==> config.mk <==
export PLATFORM = sky130hd
export DESIGN_NAME = led_bank_ctrl
export DESIGN_NICKNAME = d
export VERILOG_FILES = /design/src/rtl/led_bank_pkg.sv /design/src/rtl/rr_arbiter.sv /design/src/rtl/led_bank_ctrl.sv
export SDC_FILE = /design/constraint.sdc
export NUM_CORES = 1
export LEC_CHECK = 0
export CAP_MARGIN = 40
export CORE_MARGIN = 10
export CORE_UTILIZATION = 40
export DETAILED_ROUTE_END_ITERATION = 6
export PLACE_DENSITY = 0.87
export SLEW_MARGIN = 20
export SYNTH_ARGS = -nofsm -noshare
export SYNTH_HDL_FRONTEND = slang
export SYNTH_SLANG_ARGS = --single-unit
==> constraint.sdc <==
create_clock -name clk_i -period 2.5 [get_ports clk_i]
set_input_delay 0.25 -clock clk_i [delete_from_list [all_inputs] [get_ports clk_i]]
set_output_delay 0.25 -clock clk_i [all_outputs]
set_load 0.01 [all_outputs]
==> src/rtl/led_bank_pkg.sv <==
// Shared types and helpers for the LED bank controller.
package led_bank_pkg;

  // Write operation carried by each requester.
  typedef enum logic [1:0] {
    OP_NOP = 2'd0,
    OP_SET = 2'd1,
    OP_CLR = 2'd2,
    OP_TOG = 2'd3
  } led_op_e;

  // Controller state: idle (serving requests) or sweeping the bank clear.
  typedef enum logic {
    ST_IDLE  = 1'b0,
    ST_CLEAR = 1'b1
  } led_state_e;

  // Data bit to present to a cell for a given op, given its current q.
  function automatic logic op_data(led_op_e op, logic q);
    logic d;
    case (op)
      OP_SET:  d = 1'b1;
      OP_TOG:  d = ~q;
      default: d = 1'b0;
    endcase
    return d;
  endfunction

  // NOP is accepted like any other op but never enables a cell.
  function automatic logic op_writes(led_op_e op);
    return op != OP_NOP;
  endfunction

endpackage

==> src/rtl/rr_arbiter.sv <==
// Round-robin arbiter: one-hot grant from a request vector. The pointer holds
// the index of the requester after the last winner and moves only on advance_i.
module rr_arbiter #(
  parameter int unsigned  NumReq = 2,
  localparam int unsigned PtrW   = (NumReq > 1) ? $clog2(NumReq) : 1
) (
  input  logic              clk_i,
  input  logic              rst_ni,
  input  logic [NumReq-1:0] req_i,
  input  logic              advance_i,
  output logic [NumReq-1:0] gnt_o,
  output logic [PtrW-1:0]   gnt_idx_o
);

  logic [PtrW-1:0] ptr_q, ptr_d;
  logic            found;

  // Search for the first active request starting at the pointer, wrapping.
  always_comb begin
    gnt_o     = '0;
    gnt_idx_o = '0;
    found     = 1'b0;
    for (int unsigned off = 0; off < NumReq; off++) begin
      for (int unsigned i = 0; i < NumReq; i++) begin
        if (!found && req_i[i] && (i == (32'(ptr_q) + off) % NumReq)) begin
          found     = 1'b1;
          gnt_o[i]  = 1'b1;
          gnt_idx_o = PtrW'(i);
        end
      end
    end
  end

  // Pointer moves to the requester after the winner, wrapping to 0.
  always_comb begin
    ptr_d = ptr_q;
    if (advance_i && found) begin
      if (32'(gnt_idx_o) == NumReq - 1) begin
        ptr_d = '0;
      end else begin
        ptr_d = gnt_idx_o + 1'b1;
      end
    end
  end

  // Pointer register.
  always_ff @(posedge clk_i or negedge rst_ni) begin
    if (!rst_ni) begin
      ptr_q <= '0;
    end else begin
      ptr_q <= ptr_d;
    end
  end

endmodule

==> src/rtl/led_bank_ctrl.sv <==
// Shares one bank of enable-DFF LED cells between several requesters. At most
// one SET/CLR/TOGGLE write per cycle is granted round-robin; a clear sweep
// walks the bank one LED per cycle so only one cell is loaded at a time.
module led_bank_ctrl
  import led_bank_pkg::*;
#(
  parameter int unsigned  NumLeds = 8,
  parameter int unsigned  NumReq  = 2,
  localparam int unsigned IdxW    = $clog2(NumLeds),
  localparam int unsigned PtrW    = (NumReq > 1) ? $clog2(NumReq) : 1
) (
  input  logic                   clk_i,
  input  logic                   rst_ni,
  input  logic [NumReq-1:0]      req_valid_i,
  output logic [NumReq-1:0]      req_ready_o,
  input  logic [NumReq*IdxW-1:0] req_idx_i,
  input  logic [NumReq*2-1:0]    req_op_i,
  input  logic                   clear_i,
  output logic [NumLeds-1:0]     led_en_o,
  output logic [NumLeds-1:0]     led_d_o,
  input  logic [NumLeds-1:0]     led_q_i,
  output logic                   busy_o,
  output logic                   err_o
);

  localparam logic [IdxW-1:0] LastIdx  = IdxW'(NumLeds - 1);
  localparam logic [IdxW:0]   NumLedsL = (IdxW + 1)'(NumLeds);

  led_state_e      state_q, state_d;
  logic [IdxW-1:0] cnt_q, cnt_d;
  logic            err_q, err_d;

  logic              can_accept;
  logic [NumReq-1:0] arb_req;
  logic [NumReq-1:0] gnt;
  logic [PtrW-1:0]   gnt_idx;
  logic              accept;
  logic [IdxW-1:0]   sel_idx;
  led_op_e           sel_op;
  logic              in_range;

  // Requests are only eligible in IDLE with no clear pending; a clear request
  // wins over writes in the same cycle. Gating with rst_ni keeps ready low
  // while reset is held.
  assign can_accept = rst_ni && (state_q == ST_IDLE) && !clear_i;
  assign arb_req    = req_valid_i & {NumReq{can_accept}};

  rr_arbiter #(
    .NumReq (NumReq)
  ) u_arb (
    .clk_i     (clk_i),
    .rst_ni    (rst_ni),
    .req_i     (arb_req),
    .advance_i (accept),
    .gnt_o     (gnt),
    .gnt_idx_o (gnt_idx)
  );

  assign req_ready_o = gnt;
  assign accept      = |gnt;

  // Select the winning requester's index and op.
  always_comb begin
    sel_idx = '0;
    sel_op  = OP_NOP;
    for (int unsigned i = 0; i < NumReq; i++) begin
      if (PtrW'(i) == gnt_idx) begin
        sel_idx = req_idx_i[i*IdxW +: IdxW];
        sel_op  = led_op_e'(req_op_i[2*i +: 2]);
      end
    end
  end

  // Only matters when NumLeds is not a power of two.
  assign in_range = {1'b0, sel_idx} < NumLedsL;

  // Next-state logic for the sweep FSM and its counter.
  always_comb begin
    state_d = state_q;
    cnt_d   = cnt_q;
    unique case (state_q)
      ST_IDLE: begin
        if (clear_i) begin
          state_d = ST_CLEAR;
          cnt_d   = '0;
        end
      end
      ST_CLEAR: begin
        // clear_i is ignored here; the sweep always runs to completion.
        if (cnt_q == LastIdx) begin
          state_d = ST_IDLE;
          cnt_d   = '0;
        end else begin
          cnt_d = cnt_q + 1'b1;
        end
      end
      default: begin
        state_d = ST_IDLE;
        cnt_d   = '0;
      end
    endcase
  end

  // Cell enable/data decode. Disabled cells see d=0 so the shared data lines
  // stay quiet.
  always_comb begin
    led_en_o = '0;
    led_d_o  = '0;
    if (state_q == ST_CLEAR) begin
      led_en_o[cnt_q] = 1'b1;
    end else if (accept && in_range && op_writes(sel_op)) begin
      led_en_o[sel_idx] = 1'b1;
      led_d_o[sel_idx]  = op_data(sel_op, led_q_i[sel_idx]);
    end
  end

  // An accepted out-of-range index is dropped and flagged one cycle later.
  assign err_d  = accept && !in_range;
  assign err_o  = err_q;
  assign busy_o = (state_q == ST_CLEAR);

  // State, counter and error registers.
  always_ff @(posedge clk_i or negedge rst_ni) begin
    if (!rst_ni) begin
      state_q <= ST_IDLE;
      cnt_q   <= '0;
      err_q   <= 1'b0;
    end else begin
      state_q <= state_d;
      cnt_q   <= cnt_d;
      err_q   <= err_d;
    end
  end

endmodule
==> qor.yml <==
status:
  status: "finished with violations"
  violations: "negative setup slack"
floorplanning:
  io_pins: 43
  start_util: 0.432
  die_height_um: 66.7
  die_w_um: 66.7
  rows: 16
  die_area_um2: 4450
  core_area_um2: 2020
timing:
  final-setup-viol-count: 10
  slew_headroom: 0.595
  fin_skew_ns: 0.00788
  rsz0062_at_grt: "true"
  max_clock_freq_mhz: 353
  period_share: 1.13
  slew_violations: 0
  layout_setup_ws_ns: -0.336
  worst_pin_slew_ns: 0.602
  fin_crit_ns: 2.84
  setup_tns_ns: -2.28
  finalHoldViolCount: 0
global_routing:
  grt_max_degree: 14
  grt_pass1_wl_mm: 7.28
  overflow: 0
  first_global_vias: 1424
  antenna_found_initial: 0
  track_usage: 0.208
yosys:
  async_flop_share: 1.00
  synth_top_area_cell: "dfrtp_1"
  ys_seq_area_frac: 0.143
  synth_top_family_by_area: "simple AND/OR/NAND/NOR gates"
  netlist_top_cells_area: "dfrtp_1 (14%), nor4b_1 (7.0%), o311ai_0 (4.0%)"
  synthAdderAreaFrac: 0.0287
  ys.flop_type: "dfrtp_1"
  syn_inst: 106
  synthSimpleGateAreaFrac: 0.361
  synth_mux_area_frac: 0.0659
  ys_types: 46
  synth_top_area_share: 0.143
  synth_edf_count: 0
  syn_nets: 131
  synth_compound_area_frac: 0.312
  postSynthAreaPerCell_um2: 8.24
  netlist_area_um2: 873
  synth_seq_cells: 5
  synthXorXnorAreaFrac: 0
  synth_warnings: 0
layout:
  layout-drive-gt1-share: 0.542
  final_nets: 218
  layout_common_cells: "buf_4 (38), clkdlybuf4s50_1 (23), buf_2 (13)"
  synthToLayoutAreaGrowth_pct: 108
  final_common_cell: "buf_4"
  finalInstanceArea_um2: 1820
  diodes: 0
  final_util: 0.900
detailed_routing:
  drtIter0Drc: 150
  route.detailed.wl_per_inst_um: 25.9
  totalWireLength_mm: 5.66
  drc: 0
  drtAntennaViolNets: 0
  vias_per_cell: 6.48
  num_vias: 1420
  drt_pass1_iterations: 4
clocking:
  clockBufferDepth: 2
  cts_buffers: 3
  clkTransAtPathRegs_ns: 0.05
  clk_latency_ns: 0.25
  ctsHoldBuffers: 0
  ctsHtreeMaxLevel: 1
  cts_tree: "yes"
  clockRootBuffer: "clkbuf_4"
  cts.sinks: 5
pwr:
  p_leak_nw: 0.738
  sw_frac_of_total: 0.466
  pwr-share-seq: 0.192
  p_sw_mw: 0.472
  peakVddDrop_uv: 655
  p_int_mw: 0.540
  power_density_nw_per_um2: 557
  combPwrFrac: 0.712
  pwr-share-clk: 0.096
worst_hold_path:
  worstHoldPathType: "primary input to async pin"
worst_setup_path:
  worstReg2RegEnd: "u_arb.ptr_q"
  reg2reg_slack_ns: 1.10
  timing.rr.start: "busy_o"
  cp.arrival_ns: 2.59
  cp-startpoint: "busy_o"
  reg2reg_depth: 4
  cp-start-kind: "flip-flop"
  end_kind: "primary output"
  worstSetupPathType: "flip-flop to primary output"
  endpoint: "led_d_o[4]"
  cp.required_ns: 2.25
  cp_max_fo: 8
placed_design:
  dp_hpwl_mm: 2.72
  gp_congestion: 0.955
  portBuffers: 41
  pre_cts_ws_ns: -0.697
  place_area_um2: 1500
flow_run:
  max-cap-violations: 0
area by class of cell:
class,count,area [um2]
Multi-Input combinational cell,91,903
Inverter,5,18.8
Clock buffer,4,26.3
Fill cell,86,203
Tap cell,27,33.8
Timing Repair Buffer,87,712
Sequential cell,5,125
layer usage:
metal,GRT usage,routed length (um),up-vias
met5,0,0,-
met4,0.141,385,0
met3,0.0585,588,39
li1,-,-,599
met1,0.220,2000,647
met2,0.350,2690,135
sequential cells by signal, indices dropped and copies added (netlist names):
name	cells
busy_o	1
u_arb.ptr_q	1
cnt_q	3
power by group through the flow:
stage	Sequential, mW	Clock (mW)	Combinational (mW)
detailed placement	0.175	0	0.569
finish	0.194	0.0968	0.721
CTS	0.179	0.0998	0.597
global route	0.198	0.106	0.755
global placement	0.170	0	0.551
floorplan	0.173	0	0.319
timing repair:
item | 4_1_cts | 5_1_grt
gates resized for setup | 80 | 34
buffers inserted | 8 | 7
setup endpoints to repair | 16 | 16
pin swaps | 15 | 6
synth_stat cells (2+ instances only):
cell type and instances:
nand2_1 8, nor4b_1 7, o21ai_0 6, dfrtp_1 5
nor3_1 5, inv_1 4, nand2b_1 4, nor2_1 4
nor2b_1 4, o311ai_0 4, buf_6 3, mux2_2 3
nand3_1 3, o22ai_1 3, o31ai_1 3, a21oi_1 2
a22o_1 2, a311oi_2 2, ha_1 2, nand3b_1 2
nand4_1 2, nand4b_1 2, o21a_2 2, o32ai_1 2
worst max-delay path: stages (launching register included):
cell and delay (ns):
dfrtp_1 0.40, or3b_4 0.45, o31a_1 0.40, nor2_4 0.23
a311oi_4 0.13, buf_6 0.18, nor4b_2 0.34, buf_2 0.22
through the flow:
stage	power [mW]	instances	hold WS, ns
6_report	1.01	219	0.0386
5_1_grt	1.06	219	0.0641
4_1_cts	0.875	212	0.0235
3_5_place_dp	0.744	200	0.553
3_3_place_gp	0.721	200	0.534
2_1_floorplan	0.491	106	-0.0456
kinds of logic after synthesis:
family	after synthesis
AOI/OAI and AO/OA	34
adders and majority gates	2
buffers and inverters	10
DFF	5
muxes	5
other	1
and+or+nand+nor	49
worst min-delay path by stage:
stage	to	slack (ns)	cells past startpoint
6_report	cnt_q[1]	0.04	2
5_1_grt	cnt_q[1]	0.06	2
4_1_cts	cnt_q[1]	0.02	2
3_5_place_dp	cnt_q[2]	0.55	1
3_3_place_gp	cnt_q[2]	0.53	1
2_1_floorplan	busy_o	-0.05	0
Note: power is estimated with default switching activity, not from simulation.
